File: src/rtl/imem_boot_loader.sv
// imem_boot_loader: receives a framed program image on a valid/ready byte
// stream, writes the payload into instruction memory from address 0 upward,
// checks an XOR checksum and raises the core's start level on success.
//
// Stream handshake: a byte moves on a rising edge exactly when
// in_valid && in_ready. in_ready depends only on the current state and is low
// only in the terminal DONE/ERR states. The source may drop in_valid at any
// time, and everything holds while it does.
module imem_boot_loader #(
    parameter int          ADDR_W = 14,
    parameter logic [7:0]  SYNC   = 8'hA5
) (
    input  logic              clk,
    input  logic              rst_n,
    input  logic [7:0]        in_data,
    input  logic              in_valid,
    output logic              in_ready,
    output logic              mem_we,
    output logic [ADDR_W-1:0] mem_addr,
    output logic [7:0]        mem_wdata,
    output logic              start,
    output logic              busy,
    output logic              error
);

    typedef enum logic [2:0] {
        S_IDLE   = 3'd0,
        S_LEN_HI = 3'd1,
        S_LEN_LO = 3'd2,
        S_DATA   = 3'd3,
        S_CSUM   = 3'd4,
        S_DONE   = 3'd5,
        S_ERR    = 3'd6
    } state_t;

    state_t              state_q, state_d;
    logic [15:0]         len_q, len_d;
    logic [ADDR_W:0]     cnt_q, cnt_d;
    logic [7:0]          xor_q, xor_d;
    logic                mem_we_q, mem_we_d;
    logic [ADDR_W-1:0]   mem_addr_q, mem_addr_d;
    logic [7:0]          mem_wdata_q, mem_wdata_d;
    logic                start_q, start_d;
    logic                busy_q, busy_d;
    logic                error_q, error_d;

    logic                accept;
    logic [15:0]         full_len;
    logic                len_too_big;
    logic                last_byte;

    assign in_ready  = (state_q != S_DONE) && (state_q != S_ERR);
    assign accept    = in_valid && in_ready;

    // Length as it stands once the low byte is on the bus (LEN_LO only).
    assign full_len    = {len_q[15:8], in_data};
    // The counter is one bit wider than the address, so exactly 2^ADDR_W is legal.
    assign len_too_big = 32'(full_len) > (32'd1 << ADDR_W);
    assign last_byte   = 32'(cnt_q) == (32'(len_q) - 32'd1);

    assign mem_we    = mem_we_q;
    assign mem_addr  = mem_addr_q;
    assign mem_wdata = mem_wdata_q;
    assign start     = start_q;
    assign busy      = busy_q;
    assign error     = error_q;

    // Next-state, datapath and registered-output decode for the frame parser.
    always_comb begin
        state_d     = state_q;
        len_d       = len_q;
        cnt_d       = cnt_q;
        xor_d       = xor_q;
        mem_we_d    = 1'b0;
        mem_addr_d  = mem_addr_q;
        mem_wdata_d = mem_wdata_q;

        case (state_q)
            S_IDLE: begin
                if (accept && (in_data == SYNC)) begin
                    xor_d   = 8'h00;
                    state_d = S_LEN_HI;
                end
            end
            S_LEN_HI: begin
                if (accept) begin
                    len_d[15:8] = in_data;
                    xor_d       = xor_q ^ in_data;
                    state_d     = S_LEN_LO;
                end
            end
            S_LEN_LO: begin
                if (accept) begin
                    len_d = full_len;
                    xor_d = xor_q ^ in_data;
                    if (len_too_big) begin
                        state_d = S_ERR;
                    end else if (full_len == 16'd0) begin
                        state_d = S_CSUM;
                    end else begin
                        cnt_d   = '0;
                        state_d = S_DATA;
                    end
                end
            end
            S_DATA: begin
                if (accept) begin
                    mem_we_d    = 1'b1;
                    mem_addr_d  = cnt_q[ADDR_W-1:0];
                    mem_wdata_d = in_data;
                    xor_d       = xor_q ^ in_data;
                    cnt_d       = cnt_q + (ADDR_W+1)'(1);
                    if (last_byte) begin
                        state_d = S_CSUM;
                    end
                end
            end
            S_CSUM: begin
                if (accept) begin
                    state_d = (in_data == xor_q) ? S_DONE : S_ERR;
                end
            end
            default: begin
                // DONE and ERR are terminal until reset.
            end
        endcase

        start_d = (state_d == S_DONE);
        error_d = (state_d == S_ERR);
        busy_d  = (state_d == S_LEN_HI) || (state_d == S_LEN_LO) ||
                  (state_d == S_DATA)   || (state_d == S_CSUM);
    end

    // State and output registers; reset abandons any partial frame.
    always_ff @(posedge clk or negedge rst_n) begin
        if (!rst_n) begin
            state_q     <= S_IDLE;
            len_q       <= '0;
            cnt_q       <= '0;
            xor_q       <= '0;
            mem_we_q    <= 1'b0;
            mem_addr_q  <= '0;
            mem_wdata_q <= '0;
            start_q     <= 1'b0;
            busy_q      <= 1'b0;
            error_q     <= 1'b0;
        end else begin
            state_q     <= state_d;
            len_q       <= len_d;
            cnt_q       <= cnt_d;
            xor_q       <= xor_d;
            mem_we_q    <= mem_we_d;
            mem_addr_q  <= mem_addr_d;
            mem_wdata_q <= mem_wdata_d;
            start_q     <= start_d;
            busy_q      <= busy_d;
            error_q     <= error_d;
        end
    end

endmodule
File: config.mk
export PLATFORM = sky130hd
export DESIGN_NAME = imem_boot_loader
export DESIGN_NICKNAME = d
export VERILOG_FILES = /design/src/rtl/imem_boot_loader.sv
export SDC_FILE = /design/constraint.sdc
export NUM_CORES = 1
export LEC_CHECK = 0
export ABC_AREA = 0
export BUFFER_PORTS_ARGS = -buffer_cell sky130_fd_sc_hd__buf_2
export CAP_MARGIN = 20
export CORE_ASPECT_RATIO = 0.9
export CORE_MARGIN = 10
export CORE_UTILIZATION = 50
export CTS_BUF_LIST = sky130_fd_sc_hd__clkbuf_8 sky130_fd_sc_hd__clkbuf_16
export CTS_CLUSTER_DIAMETER = 50
export CTS_CLUSTER_SIZE = 30
export DETAILED_ROUTE_END_ITERATION = 12
export PLACE_DENSITY = 0.76
export SYNTH_ARGS = -nofsm -noshare
export SYNTH_HDL_FRONTEND = slang
export SYNTH_SLANG_ARGS = --single-unit
File: constraint.sdc
create_clock -name clk -period 4.25 [get_ports clk]
set_clock_uncertainty 0.05 [all_clocks]
set_input_delay 0.425 -clock clk [delete_from_list [all_inputs] [get_ports clk]]
set_output_delay 0.425 -clock clk [all_outputs]
set_load 0.02 [all_outputs]
; ---- Word-level counts from Yosys, hierarchy flattened
; Cells that the tools add are included.
[totals]
word_cells = 75
inputBits = 11
latchBits = 0
ff_bits = 68
rom_bits = 0
memories = 0
ramBits = 0
out_inout_bits = 27
[op_classes]
n_mux = 22
reduce_logical = 16
n_lt_le_gt_ge = 1
bitwise = 2
n_div = 0
n_mul = 0
shifts = 0
n_addsub = 2
n_eq_ne = 21
[op_table]
columns = cell, n
row1 = $mux 15, 4
row2 = $eq 15x32->1, 1
row3 = $pmux 8 s2, 2
row4 = $pmux 15 s2, 1
row5 = $mux 3, 8
row6 = $mux 8, 3
row7 = $sub 16x1->17 const B, 1
row8 = $gt 16x15->1 const B, 1
row9 = $logic_not 16->1, 1
row10 = $add 15x1->15 const B, 1
row11 = $pmux 3 s5, 1
row12 = $eq 3x2->1 const B, 4
row13 = $eq 3x3->1 const B, 4
row14 = $ne 2x2->1 const B, 5
row15 = $eq 8x8->1, 1
row16 = $eq 8x8->1 const B, 1
row17 = $xor 8x8->8, 1
row18 = $eq 3x1->1 const B, 2
row19 = $ne 3x3->1 const B, 2
row20 = $reduce_and 3->1, 2
row21 = $reduce_and 5->1, 1
row22 = $reduce_and 2->1, 2
row23 = $reduce_bool 2->1, 2
row24 = $logic_and 1x1->1, 3
row25 = 7 further kinds, 10

; ---- Longest topological paths before layout
; Gate-level depths: netlist of the first run.
[depth]
ltp_word = 10
ltp_mapped = 9
mapped_depth_nobuf = 9

; ---- Least setup slack after synthesis of the first run
; OpenSTA, ideal clock, no wires.
[synth_timing]
path_type = register -> register
startpoint = reg len_q[0]
endpoint = reg start_q (netlist: start)
path_stages_with_launch = 10
synth_period_minus_slack_ps = 2577
path_buffers = 0
t_required_ps = 4079
slack_ps = 1673
arrival_time_ps = 2406
setup_ps = 121
cell_sequence = dfrtp_1 -> inv_1 -> ha_1 -> or4b_4 -> nor4b_4 -> mux2i_1 -> o311ai_1 -> nor4_1 -> a21oi_1 -> and4b_1
[synth_via]
elab_chain_cells = 6
[synth_rtl]
columns = item, line_no
row1 = from (decl), 37  ; logic [15:0] len_q, len_d;
row2 = from (signal assigned), 149  ; len_q <= len_d;
row3 = $sub 16x1->17, 59  ; assign last_byte = 32'(cnt_q) == (32'(len_q) - 32'd1);
row4 = $eq 15x32->1, 59
row5 = $mux 3, 113  ; if (last_byte) begin
row6 = $mux 3, 107  ; if (accept) begin
row7 = $pmux 3 s5, 78  ; case (state_q)
row8 = net state_d[0], 36  ; state_t state_q, state_d;
row9 = $eq 3x3->1, 128  ; start_d = (state_d == S_DONE);
row10 = net start_d, 43  ; logic start_q, start_d;
row11 = to (signal assigned), 155  ; start_q <= start_d;
row12 = to (decl), 43
; The timed path passes the listed nets, and every way through them passes these cells.
; A chain may end at the register's enable or synchronous reset.

; ---- Worst setup path in the final report of the first run
; Same ends and word-level chain as after synthesis.

==> implementation parameters, run 1 <==
Parameter                              Value

Run status
  Run status ... finished, final reports clean

Finish
  Antenna Cells ... 0
  Final instance count without filler cells ... around 530
  Layout overhead on the synthesized area ... 11.5%
  Count of nets after finishing ... between 400 and 500
  FF+latch area ... around 1700 sq um
  Share of final-layout standard cells stronger than drive strength 1 ... about a fifth
  Post-route cell area ... roughly 4200 sq um
  Multi-input gate area in the final layout ... 1970 sq um
  Filler cell count ... 634

Run
  Max-cap violations ... 0

Clock tree
  Hold Buf Count CTS ... 0
  TritonCTS Sinks ... slightly below 70
  Clock tree from TritonCTS ... built
  Clock buffer count from CTS ... 9
  Worst skew pair latency ... 0.34 ns
  Clock edge transition at the registers on the reported setup and hold paths ... approximately 0.07 ns
  Number of gates resized after cts ... 0
  Maximum buffer depth of the clock tree ... 2
  # H-tree levels ... 3
  Buffers inserted by post-CTS timing repair ... 0
  Clock root buffer master ... sky130_fd_sc_hd__clkbuf_8

GRT
  Grt total ovfl ... 0
  Via count of the first global-routing pass ... 2949
  Largest net degree at the start of global routing ... 39
  Wire length of the first global-routing pass ... 15000 microns
  Antenna violations before repair ... 0
  Global routing usage summed across all routing layers ... between 15 and 20%

Placement
  Half-perimeter wire length after placement ... between 6000 and 7000 microns
  Placed inst area ... approximately 4000 sq um
  Count of port buffers added during placement ... 37
  Number of cells after detailed placement ... around 500
  Final Wtd Congestion ... 0.944

Synthesis
  Number of flip-flops and latches in the synthesized netlist ... between 60 and 70
  Net count after synthesis ... between 400 and 500
  Post-synth EDFFs ... 0
  Main synth FF type ... sky130_fd_sc_hd__dfrtp_1
  Synthesis Warnings ... 0
  Sequential fraction of the synthesis area ... 45.1%
  Synthesized instance count ... roughly 400
  Netlist area before placement ... between 3000 and 4000 sq um
  Mean post-synth cell area ... between 9 and 10 sq um
  Number of distinct library cells after synthesis ... 57
  Async set-reset flop share out of synthesis ... 100%

STA
  Final number of setup-violating endpoints ... 0
  Setup TNS ... 0 ns
  Max-Slew Margin vs Limit ... a little over a third
  FMAX ... 341 MHz
  Post-route worst hold slack ... between 0.1 and 0.15 ns
  Tightest Pin Transition ... 0.973 ns
  Number of slew-limit violations in the final report ... 0
  Count of final hold-check violations ... 0
  Final Cycle Share ... roughly 69%
  RSZ-0062 raised after global routing ... no
  Final worst path period need ... ~2.9 ns

Power
  Power density of the placed cells ... 636 nW/um^2
  Clock share of power ... approximately a fifth
  Combinational share of power ... between 30% and 40%
  Proportion of total power due to net switching ... approximately 40%
  Relative contribution of sequential cells to total power ... roughly two fifths
  Total leakage power ... just under 2 nW
  Internal power ... 1.58 mW
  Maximum vdd drop ... ~0.00036 V
  Power spent charging and discharging nets ... approximately 1.1 mW

Setup path
  Peak fanout along the critical path ... 4
  R2r setup slk ... about 1.3 ns
  Data arrival time of the worst path ... 3.12 ns
  Critical Path Source Type ... flip-flop
  Data required, critical path ... about 4.4 ns
  WS Path Type ... reg2reg
  CP endpoint kind ... flip-flop

Drt
  Detailed Routing Iterations Pass 1 ... 4
  Via count ... between 2000 and 3000
  Violation count after the first detailed-route iteration ... between 150 and 200
  Count of antenna-violating nets left after detailed routing ... 0
  Via-per-instance ratio ... ~5.6
  Post-route DRC violation count ... 0
  Overall routed net length ... between 8000 and 9000 microns
  Routed wire length per instance ... 16.6 microns

Floorplan
  Die extent in y ... ~100 microns
  Ports ... 38
  Standard cell core area ... 7180 sq um
  Initial core utilization ... ~52%
  Die width ... between 100 and 150 microns
  Number of cell rows ... 29
  Die Outline Area ... approximately 11000 sq um

Hold path
  Hold crit path type ... in2async
==> sequential cells by signal, summed over array words and instances, names as in the netlist <==
name and count:
error 1, mem_we 1, busy 1, len_q 16
mem_addr 14, start 1, state_q 3, xor_q 8
mem_wdata 8, cnt_q 15
==> final timing paths <==
kind                                    startpoint                  endpoint  cells after the start
setup reg to reg              len_q[0]$_DFFE_PN0P_           start$_DFF_PN0_                      9
hold / removal                               rst_n  mem_wdata[6]$_DFFE_PN0P_                      1
min in group clk                        in_data[1]  mem_wdata[1]$_DFFE_PN0P_                      3
setup / recovery              len_q[0]$_DFFE_PN0P_           start$_DFF_PN0_                      9
max in group asynchronous                    rst_n      cnt_q[6]$_DFFE_PN0P_                      2
hold reg to reg            mem_addr[8]$_DFFE_PN0P_   mem_addr[8]$_DFFE_PN0P_                      2
==> power groups by stage <==
stage / Combinational, mW / Sequential (mW) / Clock (mW)
2_1_floorplan: 0.753 / 1.09 / 0
3_3_place_gp: 1.00 / 1.10 / 0
3_5_place_dp: 1.04 / 1.11 / 0
4_1_cts: 1.04 / 1.11 / 0.539
5_1_grt: 1.16 / 1.14 / 0.568
6_report: 1.04 / 1.11 / 0.526
==> layout make-up <==
type | count | share of cell area, %
flip-flops and latches | 68 | 40.5
multi-input cells | 307 | 46.8
well taps | 93 | 2.77
inverters | 8 | 0.714
clock inverters | 3 | 0.922
repair buffers | 39 | 4.76
clock buffers | 11 | 3.60
==> Yosys cell counts, types with 2 or more instances <==
master	count	share of area (%)
sky130_fd_sc_hd__or4_4	3	0.90
sky130_fd_sc_hd__xnor2_1	23	5.3
sky130_fd_sc_hd__inv_1	7	0.70
sky130_fd_sc_hd__buf_1	2	0.20
sky130_fd_sc_hd__a2111oi_4	2	1.5
sky130_fd_sc_hd__xor2_1	18	4.2
sky130_fd_sc_hd__nand2b_1	11	1.8
sky130_fd_sc_hd__dfrtp_1	68	45
sky130_fd_sc_hd__o22ai_1	2	0.33
sky130_fd_sc_hd__nand3_1	8	1.1
sky130_fd_sc_hd__mux2_2	14	4.2
sky130_fd_sc_hd__a31o_2	2	0.46
sky130_fd_sc_hd__nand3b_1	6	1.2
sky130_fd_sc_hd__a21oi_1	7	0.93
sky130_fd_sc_hd__nand4_1	7	1.2
sky130_fd_sc_hd__and4b_1	3	0.80
sky130_fd_sc_hd__buf_2	3	0.40
sky130_fd_sc_hd__o21ai_0	21	2.8
sky130_fd_sc_hd__nor4_1	4	0.66
sky130_fd_sc_hd__or4_1	2	0.40
sky130_fd_sc_hd__nor2_1	35	3.5
sky130_fd_sc_hd__and2_1	2	0.33
sky130_fd_sc_hd__nand2_1	86	8.6
sky130_fd_sc_hd__nor3_1	5	0.66
sky130_fd_sc_hd__and4_1	4	0.93
sky130_fd_sc_hd__or3_1	3	0.50
sky130_fd_sc_hd__clkbuf_1	13	1.3
sky130_fd_sc_hd__ha_1	2	0.66
sky130_fd_sc_hd__and3_1	4	0.66
sky130_fd_sc_hd__o31ai_1	4	0.80
sky130_fd_sc_hd__o31a_1	2	0.46
sky130_fd_sc_hd__a31oi_1	2	0.33
sky130_fd_sc_hd__or2_2	2	0.33
==> critical path, cell delays in order (launching register included) <==
cell	delay, ns
sky130_fd_sc_hd__dfrtp_1	0.41
sky130_fd_sc_hd__inv_1	0.08
sky130_fd_sc_hd__ha_1	0.23
sky130_fd_sc_hd__or4b_4	0.53
sky130_fd_sc_hd__nor4b_4	0.32
sky130_fd_sc_hd__mux2i_1	0.28
sky130_fd_sc_hd__o311ai_1	0.13
sky130_fd_sc_hd__nor4_1	0.40
sky130_fd_sc_hd__a21oi_1	0.19
sky130_fd_sc_hd__and4b_1	0.21
==> cell usage in the layout, fill, tap and decap left out, drive strengths merged, types with 3 or more instances in the layout <==
master / Yosys / final
inv: 8 / 9
nand2b: 11 / 11
xnor2: 23 / 23
nand2: 86 / 86
buf: 5 / 39
mux2: 14 / 14
or3: 3 / 3
and4b: 3 / 3
nand3: 8 / 8
nor4: 5 / 5
o31ai: 4 / 4
and3: 4 / 4
nand4: 7 / 7
xor2: 18 / 18
dfrtp: 68 / 68
nor3: 5 / 5
a31oi: 3 / 3
nand3b: 6 / 6
o21ai: 22 / 22
nor4b: 3 / 3
and4: 4 / 4
a21oi: 8 / 8
clkbuf: 13 / 11
nor2: 35 / 35
or4: 5 / 5
==> kinds of logic after synthesis <==
kind of cell / after synthesis / share of synthesized area, %
XOR/XNOR: 41 / 9.53
AO/OA/AOI/OAI: 55 / 11.0
multiplexers: 15 / 4.45
adder cells (fa/ha/maj): 2 / 0.664
flip-flops: 68 / 45.1
AND/OR/NAND/NOR: 194 / 26.6
buffers and inverters: 26 / 2.69
==> routing by layer <==
metal / routed length [microns] / vias to the layer above / track usage [%] / share of wire [%]
met1: 4080 / 1392 / 20.7 / 46
met2: 4030 / 91 / 25.1 / 46
met3: 497 / 13 / 4.45 / 5.7
met5: 0 / - / 0 / 0
met4: 160 / 0 / 6.22 / 1.8
li1: - / 1447 / - / -
==> per-stage QoR <==
stage                     power [mW]  worst slack [ns]  util (%)
after global routing            2.87              1.08      58.5
after detailed placement        2.15              1.33      55.9
final                           2.67              1.32      58.5
after global placement          2.10              1.39      55.9
after floorplan                 1.84              1.67         -
after CTS                       2.69              1.32      58.5
Power figures use the tool's default switching activity.
==> run 2, diff against run 1 <==
--- a/config.mk
+++ b/config.mk
@@ -5,7 +5,7 @@
 export SDC_FILE = /design/constraint.sdc
 export NUM_CORES = 1
 export LEC_CHECK = 0
-export ABC_AREA = 0
+export ABC_AREA = 1
 export BUFFER_PORTS_ARGS = -buffer_cell sky130_fd_sc_hd__buf_2
 export CAP_MARGIN = 20
 export CORE_ASPECT_RATIO = 0.9
@@ -15,7 +15,7 @@
 export CTS_CLUSTER_DIAMETER = 50
 export CTS_CLUSTER_SIZE = 30
 export DETAILED_ROUTE_END_ITERATION = 12
-export PLACE_DENSITY = 0.76
+export PLACE_DENSITY = 0.79
 export SYNTH_ARGS = -nofsm -noshare
 export SYNTH_HDL_FRONTEND = slang
 export SYNTH_SLANG_ARGS = --single-unit
==> constraint.sdc (replaced) <==
create_clock -name clk -period 2.6 [get_ports clk]
set_clock_uncertainty 0.05 [all_clocks]
set_input_delay 0.26 -clock clk [delete_from_list [all_inputs] [get_ports clk]]
set_output_delay 0.26 -clock clk [all_outputs]
set_load 0.02 [all_outputs]
==> run 2 against run 1 <==
  * Fmax is 35% higher
  * Synthesized area increased by 7.6%
  * Sequential power is 66% higher
  * Clock power increased by 96%
  * Register-to-register slack lost 0.89 ns
  * Core utilization fell by 1.0 points
  * Count of clock-buffer cells in the layout down 1
  * Critical path type unchanged
  * Non-clock buffer count increased by 3
  * Final cell count rose by 28%
  * Die area increased by 6.2%
  * Sequential cell count did not move
==> implementation parameters, run 2 <==
Parameter                              Value

Run status
  Run status ... finished, final reports clean (unchanged)

GRT
  Most used routing layer ... met2 (unchanged)
  Antenna violations before repair ... 0 (unchanged)
  Via count of the first global-routing pass ... 3688 (was 2949)
  Global routing met1 resource utilization ... 23.7% (was 20.7%)
  Grt total ovfl ... 0 (unchanged)
  Wire length of the first global-routing pass ... 17800 microns (was 15000 microns)
  Global routing usage summed across all routing layers ... 17.9% (was 16.0%)
  Global routing met2 resource utilization ... 28.0% (was 25.1%)
  Largest net degree at the start of global routing ... 69 (was 39)
  Met3 Track Usage GR ... 3.68% (was 4.45%)

Floorplan
  Die Outline Area ... 12100 sq um (was 11400 sq um)
  Number of cell rows ... 31 (was 29)
  Die width ... 115 microns (was 112 microns)
  Standard cell core area ... 7990 sq um (was 7180 sq um)
  Ports ... 38 (unchanged)
  Die extent in y ... 105 microns (was 102 microns)
  Initial core utilization ... 50.8% (was 52.5%)

Clock tree
  Clock buffer count from CTS ... 9 (unchanged)
  TritonCTS Sinks ... 68 (unchanged)
  Clock root buffer master ... sky130_fd_sc_hd__clkbuf_8 (unchanged)
  # H-tree levels ... 3 (unchanged)
  Maximum buffer depth of the clock tree ... 2 (unchanged)
  Worst skew pair latency ... 0.36 ns (was 0.34 ns)
  Clock edge transition at the registers on the reported setup and hold paths ... 0.08 ns (was 0.07 ns)
  Buffers inserted by post-CTS timing repair ... 0 (unchanged)
  Clock tree from TritonCTS ... built (unchanged)

Setup path
  Worst reg-to-reg path cell count ... 18 (was 9)
  Worst-path cell chain ... inv_2 > ha_1 > nand3_2 > nor2_4 > nand3_1 > nand2_1 > inv_1 > nor2_1 > nand2_1 > nor2_2 > nand3_2 > nand2_2 > nand2_1 > nand2_2 > nand2_2 > nand2_1 > nand2_1 > inv_1 (was inv_1 > ha_1 > or4b_4 > nor4b_4 > mux2i_1 > o311ai_1 > nor4_1 > a21oi_1 > and4b_1)
  Worst path buffer plus inverter count ... 3 (was 1)
  Critical Path Source Type ... flip-flop (unchanged)
  Data arrival time of the worst path ... 2.43 ns (was 3.12 ns)
  Delay of the slowest cell on the worst path ... 0.42 ns (was 0.53 ns)
  Kind of cell adding the most delay to the critical path ... simple AND/OR/NAND/NOR gates (unchanged)
  CP endpoint kind ... flip-flop (unchanged)
  Slowest library cell on the worst path ... sky130_fd_sc_hd__dfrtp_1 (was sky130_fd_sc_hd__or4b_4)
  Cell seen most often among critical-path stages ... sky130_fd_sc_hd__nand2_1
  WS Path Type ... reg2reg (unchanged)
  Data required, critical path ... 2.86 ns (was 4.44 ns)
  Peak fanout along the critical path ... 5 (was 4)
  Total stage count of the critical path ... 18 (was 9)

Finish
  Filler cell count ... 745 (was 634)
  FF+latch area ... 1700 sq um (unchanged)
  Multi-input gate area in the final layout ... 2080 sq um (was 1970 sq um)
  Most common library cell in the layout ignoring fill and taps ... sky130_fd_sc_hd__nand2_1 (unchanged)
  Layout overhead on the synthesized area ... 13.3% (was 11.5%)
  Post-route cell area ... 4600 sq um (was 4210 sq um)
  Share of final-layout standard cells stronger than drive strength 1 ... 17.3% (was 19.7%)
  Count of nets after finishing ... 586 (was 446)
  Antenna Cells ... 0 (unchanged)
  Max FFs per register ... 16 (unchanged)
  Top reg by flops ... len_q (unchanged)
  Commonest cells after routing, fill and taps aside ... sky130_fd_sc_hd__nand2_1, sky130_fd_sc_hd__dfrtp_1, sky130_fd_sc_hd__inv_1 (was sky130_fd_sc_hd__nand2_1, sky130_fd_sc_hd__dfrtp_1, sky130_fd_sc_hd__buf_2)
  End-of-flow core utilization ... 57.5% (was 58.5%)

Hold path
  Hold crit path type ... in2reg (was in2async)
  Hold path cells ... 4

STA
  Post-route worst hold slack ... 0.183 ns (was 0.129 ns)
  Number of slew-limit violations in the final report ... 0 (unchanged)
  Setup TNS ... 0 ns (unchanged)
  Tightest Pin Transition ... 0.552 ns (was 0.973 ns)
  Max-Slew Margin vs Limit ... 62.8% (was 35.0%)
  Final number of setup-violating endpoints ... 0 (unchanged)
  RSZ-0062 raised after global routing ... no (unchanged)
  Count of final hold-check violations ... 0 (unchanged)
  FMAX ... 461 MHz (was 341 MHz)
  Final worst path period need ... 2.17 ns (was 2.93 ns)
  Final Cycle Share ... 83.5% (was 68.9%)

Synthesis
  Netlist area before placement ... 4060 sq um (was 3770 sq um)
  Top-area cell type share of the netlist area ... 41.9% (was 45.1%)
  Largest area contributor in the synthesized netlist ... sky130_fd_sc_hd__dfrtp_1 (unchanged)
  Synth Area in Adders ... 0.617% (was 0.664%)
  Sequential fraction of the synthesis area ... 41.9% (was 45.1%)
  Main synth FF type ... sky130_fd_sc_hd__dfrtp_1 (unchanged)
  Number of flip-flops and latches in the synthesized netlist ... 68 (unchanged)
  Mean post-synth cell area ... 7.65 sq um (was 9.40 sq um)
  Number of distinct library cells after synthesis ... 39 (was 57)
  Synthesized-area fraction occupied by xor and xnor cells ... 6.26% (was 9.53%)
  Synthesized instance count ... 530 (was 401)
  Synthesis Warnings ... 0 (unchanged)
  Post-synth EDFFs ... 0 (unchanged)
  Dominant combinational cell family by area after synthesis ... simple AND/OR/NAND/NOR gates (unchanged)
  Post-synthesis simple-gate area fraction ... 35.1% (was 26.6%)
  Multiplexer share of the synthesized area ... 0% (was 4.45%)
  Area contributors post-synth ... sky130_fd_sc_hd__dfrtp_1, sky130_fd_sc_hd__nand2_1, sky130_fd_sc_hd__o21ai_0 (was sky130_fd_sc_hd__dfrtp_1, sky130_fd_sc_hd__nand2_1, sky130_fd_sc_hd__xnor2_1)
  Most frequent cell after synthesis ... sky130_fd_sc_hd__nand2_1 (unchanged)
  Async set-reset flop share out of synthesis ... 100% (unchanged)
  Synth cell count leaders ... sky130_fd_sc_hd__nand2_1, sky130_fd_sc_hd__dfrtp_1, sky130_fd_sc_hd__inv_1 (was sky130_fd_sc_hd__nand2_1, sky130_fd_sc_hd__dfrtp_1, sky130_fd_sc_hd__nor2_1)
  Net count after synthesis ... 543 (was 414)
  Compound-Gate Fraction of Synth Area ... 9.25% (was 11.0%)

Drt
  Routed wire length per instance ... 15.2 microns (was 16.6 microns)
  Violation count after the first detailed-route iteration ... 255 (was 193)
  Count of antenna-violating nets left after detailed routing ... 0 (unchanged)
  Post-route DRC violation count ... 0 (unchanged)
  Via count ... 3684 (was 2943)
  Detailed Routing Iterations Pass 1 ... 5 (was 4)
  Via-per-instance ratio ... 5.44 (was 5.56)
  Overall routed net length ... 10300 microns (was 8770 microns)

Run
  Max-cap violations ... 0 (unchanged)

Placement
  Count of port buffers added during placement ... 37 (unchanged)
  Final Wtd Congestion ... 0.949 (was 0.944)
  Placed inst area ... 4350 sq um (was 4020 sq um)
  Half-perimeter wire length after placement ... 7700 microns (was 6380 microns)

Power
  Total leakage power ... 2.34 nW (was 1.92 nW)
  Overall power after layout ... 5.39 mW (was 2.67 mW)
  Maximum vdd drop ... 0.000686 V (was 0.000365 V)
  Power density of the placed cells ... 1170 nW/um^2 (was 636 nW/um^2)
## run 2: area by class of cell
| cell class | instances | share of cell area, % |
|---|---|---|
| clock buffers | 10 | 2.99 |
| clock inverters | 6 | 2.07 |
| inverters | 59 | 4.82 |
| multi-input cells | 393 | 45.2 |
| flip-flops and latches | 68 | 37.0 |
| well taps | 99 | 2.69 |
| repair buffers | 42 | 5.17 |
## run 2: stage by stage
step	std cells	setup slack, ns
5_1_grt	677	0.148
6_report	677	0.430
4_1_cts	677	0.443
3_5_place_dp	660	0.474
2_1_floorplan	530	0.691
3_3_place_gp	660	0.537
## run 2: path summary, 6_finish.rpt
kind / from / slack (ns) / endpoint
setup / recovery: len_q[0]$_DFFE_PN0P_ / 0.43 / busy$_DFF_PN0_
hold / removal: in_data[7] / 0.18 / xor_q[7]$_DFFE_PN0P_
setup reg to reg: len_q[0]$_DFFE_PN0P_ / 0.43 / busy$_DFF_PN0_
hold reg to reg: mem_addr[5]$_DFFE_PN0P_ / 0.43 / mem_addr[5]$_DFFE_PN0P_
max in group asynchronous: rst_n / 1.82 / xor_q[6]$_DFFE_PN0P_
min in group asynchronous: rst_n / 0.40 / mem_addr[6]$_DFFE_PN0P_
## run 2: worst reg2reg max path, delay by kind of cell (launching register included)
family | cells | cell delay [ns]
adder cells (fa/ha/maj) | 1 | 0.22
buffers and inverters | 3 | 0.17
flip-flops | 1 | 0.42
AND/OR/NAND/NOR | 14 | 1.27
## run 2: logic make-up (layout without fill, tap and decap cells)
family	Yosys count	count (layout)
AND/OR/NAND/NOR	294	294
buffers and inverters	69	117
AO/OA/AOI/OAI	68	68
flip-flops	68	68
XOR/XNOR	29	29
adder cells (fa/ha/maj)	2	2
## run 2: power by group
part | total (mW) | internal [mW] | switching (mW) | leakage, nW
clock network | 1.03 | 0.574 | 0.455 | 0.117
registers | 1.84 | 1.44 | 0.403 | 0.887
logic | 2.52 | 0.850 | 1.67 | 1.34
## run 2: timing repair
action | CTS | global route
endpoints found under the hold margin | 68 | 0
hold buffers | 1 | 0
resized for setup | 0 | 0
## run 2: metal layers
metal	vias up	part of all wire [%]
li1	1799	-
met1	1751	46
met2	120	47
met3	14	5.9
met4	0	2.0
met5	-	0
==> run 3, diff against run 2 <==
--- a/config.mk
+++ b/config.mk
@@ -5,7 +5,7 @@
 export SDC_FILE = /design/constraint.sdc
 export NUM_CORES = 1
 export LEC_CHECK = 0
-export ABC_AREA = 1
+export ABC_AREA = 0
 export BUFFER_PORTS_ARGS = -buffer_cell sky130_fd_sc_hd__buf_2
 export CAP_MARGIN = 20
 export CORE_ASPECT_RATIO = 0.9
@@ -15,7 +15,7 @@
 export CTS_CLUSTER_DIAMETER = 50
 export CTS_CLUSTER_SIZE = 30
 export DETAILED_ROUTE_END_ITERATION = 12
-export PLACE_DENSITY = 0.79
+export PLACE_DENSITY = 0.76
 export SYNTH_ARGS = -nofsm -noshare
 export SYNTH_HDL_FRONTEND = slang
 export SYNTH_SLANG_ARGS = --single-unit
==> constraint.sdc (replaced) <==
create_clock -name clk -period 2.02 [get_ports clk]
set_clock_uncertainty 0.05 [all_clocks]
set_input_delay 0.202 -clock clk [delete_from_list [all_inputs] [get_ports clk]]
set_output_delay 0.202 -clock clk [all_outputs]
set_load 0.02 [all_outputs]
==> run 3 against run 2 <==
  * The flow now finishes with violations (setup timing)
  * Via count fell by 11%
  * Clock power about the same
  * Total power up 17%
  * Sequential cell count unchanged
  * Cell area increased by 5.3%
  * Sequential power rose by 12%
  * Count of clock-buffer cells in the layout fell by 1
  * Fmax shrank 22%
  * Non-clock buffer count rose by 67
==> implementation parameters, run 3 (same netlist as run 1, synthesis figures left out) <==
Parameter                              Value

Power
  Maximum vdd drop ... 0.000919 V (was 0.000686 V)
  Proportion of total power due to net switching ... 40.9% (was 46.9%)
  Internal power ... 3.72 mW (was 2.86 mW)
  Overall power after layout ... 6.29 mW (was 5.39 mW)
  Clock share of power ... 15.9% (was 19.1%)
  Power density of the placed cells ... 1300 nW/um^2 (was 1170 nW/um^2)
  Relative contribution of sequential cells to total power ... 32.9% (was 34.2%)
  Combinational share of power ... 51.2% (was 46.7%)
  Power spent charging and discharging nets ... 2.57 mW (was 2.52 mW)
  Total leakage power ... 2.26 nW (was 2.34 nW)

Placement
  Placed inst area ... 4530 sq um (was 4350 sq um)
  Half-perimeter wire length after placement ... 7030 microns (was 7700 microns)
  Count of port buffers added during placement ... 37 (unchanged)
  Number of cells after detailed placement ... 580 (was 660)
  Final Wtd Congestion ... 0.887 (was 0.949)

Clock tree
  # H-tree levels ... 3 (unchanged)
  Clock tree from TritonCTS ... built (unchanged)
  Worst skew pair latency ... 0.35 ns (was 0.36 ns)
  Clock root buffer master ... sky130_fd_sc_hd__clkbuf_8 (unchanged)
  TritonCTS Sinks ... 68 (unchanged)
  Maximum buffer depth of the clock tree ... 2 (unchanged)
  Clock buffer count from CTS ... 9 (unchanged)
  Clock edge transition at the registers on the reported setup and hold paths ... 0.08 ns (about the same)

Drt
  Post-route DRC violation count ... 0 (unchanged)
  Count of antenna-violating nets left after detailed routing ... 0 (unchanged)
  Via count ... 3284 (was 3684)
  Routed wire length per instance ... 16.1 microns (was 15.2 microns)
  Overall routed net length ... 9670 microns (was 10300 microns)
  Via-per-instance ratio ... 5.46 (was 5.44)
  Detailed Routing Iterations Pass 1 ... 4 (was 5)
  Violation count after the first detailed-route iteration ... 171 (was 255)

Floorplan
  Ports ... 38 (unchanged)
  Die Outline Area ... 11400 sq um (was 12100 sq um)
  Initial core utilization ... 52.5% (was 50.8%)
  Number of cell rows ... 29 (was 31)
  Die extent in y ... 102 microns (was 105 microns)
  Standard cell core area ... 7180 sq um (was 7990 sq um)
  Die width ... 112 microns (was 115 microns)

STA
  Final Cycle Share ... 138% (was 83.5%)
  Final number of setup-violating endpoints ... 21 (was 0)
  RSZ-0062 raised after global routing ... yes (was no)
  Max-Slew Margin vs Limit ... 70.7% (was 62.8%)
  Setup TNS ... -8.50 ns (was 0 ns)
  FMAX ... 360 MHz (was 461 MHz)
  Final worst path period need ... 2.78 ns (was 2.17 ns)
  Tightest Pin Transition ... 0.440 ns (was 0.552 ns)
  Number of slew-limit violations in the final report ... 0 (unchanged)
  Count of final hold-check violations ... 0 (unchanged)
  Final worst slack ... -0.760 ns (was 0.430 ns)

GRT
  Grt total ovfl ... 0 (unchanged)
  Antenna violations before repair ... 0 (unchanged)
  Global routing usage summed across all routing layers ... 17.1% (was 17.9%)
  Largest net degree at the start of global routing ... 69 (unchanged)
  Via count of the first global-routing pass ... 3282 (was 3688)
  Wire length of the first global-routing pass ... 16100 microns (was 17800 microns)

Setup path
  Delay of the slowest cell on the worst path ... 0.49 ns (was 0.42 ns)
  WS Path Type ... reg2reg (unchanged)
  Peak fanout along the critical path ... 4 (was 5)
  Critical Path Source Type ... flip-flop (unchanged)
  Launch instance of the worst register-to-register path ... len_q[1]$_DFFE_PN0P_ (was len_q[0]$_DFFE_PN0P_)
  Data required, critical path ... 2.27 ns (was 2.86 ns)
  Data arrival time of the worst path ... 3.03 ns (was 2.43 ns)
  Slowest library cell on the worst path ... sky130_fd_sc_hd__or4b_4 (was sky130_fd_sc_hd__dfrtp_1)
  Worst setup path startpoint ... len_q[1]$_DFFE_PN0P_ (was len_q[0]$_DFFE_PN0P_)
  CP endpoint kind ... flip-flop (unchanged)
  Worst-path cell chain ... inv_2 > ha_4 > or4b_4 > nor4b_4 > mux2i_2 > o311ai_1 > nor4_1 > buf_4 > a21oi_4 > and4b_1 (was inv_2 > ha_1 > nand3_2 > nor2_4 > nand3_1 > nand2_1 > inv_1 > nor2_1 > nand2_1 > nor2_2 > nand3_2 > nand2_2 > nand2_1 > nand2_2 > nand2_2 > nand2_1 > nand2_1 > inv_1)

Finish
  Commonest cells after routing, fill and taps aside ... sky130_fd_sc_hd__nand2_1, sky130_fd_sc_hd__dfrtp_1, sky130_fd_sc_hd__buf_4 (was sky130_fd_sc_hd__nand2_1, sky130_fd_sc_hd__dfrtp_1, sky130_fd_sc_hd__inv_1)
  Layout overhead on the synthesized area ... 28.4% (was 13.3%)
  Final instance count without filler cells ... 601 (was 677)
  Top reg by flops ... len_q (unchanged)
  Count of nets after finishing ... 516 (was 586)
  Antenna Cells ... 0 (unchanged)
  Post-route cell area ... 4840 sq um (was 4600 sq um)
  Share of final-layout standard cells stronger than drive strength 1 ... 34.4% (was 17.3%)
  Most common library cell in the layout ignoring fill and taps ... sky130_fd_sc_hd__nand2_1 (unchanged)
  Max FFs per register ... 16 (unchanged)

Hold path
  Startpoint of the lowest-slack hold path ... in_data[3] (was in_data[7])
  Hold crit path type ... in2reg (unchanged)

Run status
  Failing checks ... setup timing
  Run status ... finished, violations left (was finished, final reports clean)

Run
  Max-cap violations ... 0 (unchanged)
run 3: worst max-delay path: cells and delay by family (launching register included):
kind                       cells  cell delay, ns
adders and majority gates      1            0.13
AOI/OAI and AO/OA              2            0.17
buffers and inverters          2            0.27
and+or+nand+nor                4            1.42
DFF                            1            0.39
muxes                          1            0.29
run 3: area by class of cell:
cell class | count | area (sq um)
Inverter | 8 | 30.0
Sequential cell | 68 | 1700
Fill cell | 531 | 2340
Tap cell | 93 | 116
Multi-Input combinational cell | 307 | 2070
Timing Repair Buffer | 109 | 756
Clock buffer | 9 | 124
Clock inverter | 7 | 43.8
run 3: metrics by stage:
stage               hold slack (ns)  setup slack (ns)  utilization (%)
floorplan                    -0.144            -0.535                -
global placement              0.194            -0.560             63.1
detailed placement            0.199            -0.663             63.1
CTS                           0.169            -0.651             66.9
global route                  0.184            -0.852             67.4
finish                        0.171            -0.760             67.4
run 3: power by group through the flow:
stage	sequential, mW	clock [mW]	combinational, mW
3_3_place_gp	2.06	0	2.97
5_1_grt	2.11	1.07	3.53
3_5_place_dp	2.08	0	3.06
6_report	2.07	0.998	3.22
2_1_floorplan	2.30	0	1.61
4_1_cts	2.06	1.01	3.16
run 3: worst paths after layout:
| kind | to | slack, ns | cells after the start |
|---|---|---|---|
| max | start$_DFF_PN0_ | -0.76 | 10 |
| min | mem_wdata[3]$_DFFE_PN0P_ | 0.17 | 4 |
| max reg2reg | start$_DFF_PN0_ | -0.76 | 10 |
| min reg2reg | mem_addr[2]$_DFFE_PN0P_ | 0.42 | 2 |
| max in group asynchronous | mem_addr[5]$_DFFE_PN0P_ | 1.29 | 3 |
| min in group asynchronous | xor_q[6]$_DFFE_PN0P_ | 0.33 | 3 |
run 3: repair_timing:
action | 4_1_cts | 5_1_grt
setup endpoints to repair | 21 | 26
hold buffers | 1 | 0
gates resized for setup | 16 | 7
buffers inserted | 4 | 1
hold endpoints to repair | 68 | 0
pin swaps | 13 | 9
run 3: routing by layer:
metal  vias up  track usage, %  part of all wire, %
li1       1591               -                    -
met1      1589            23.0                   47
met2        91            26.9                   47
met3        13            2.93                  5.0
met4         0            7.11                  1.5
met5         -               0                    0
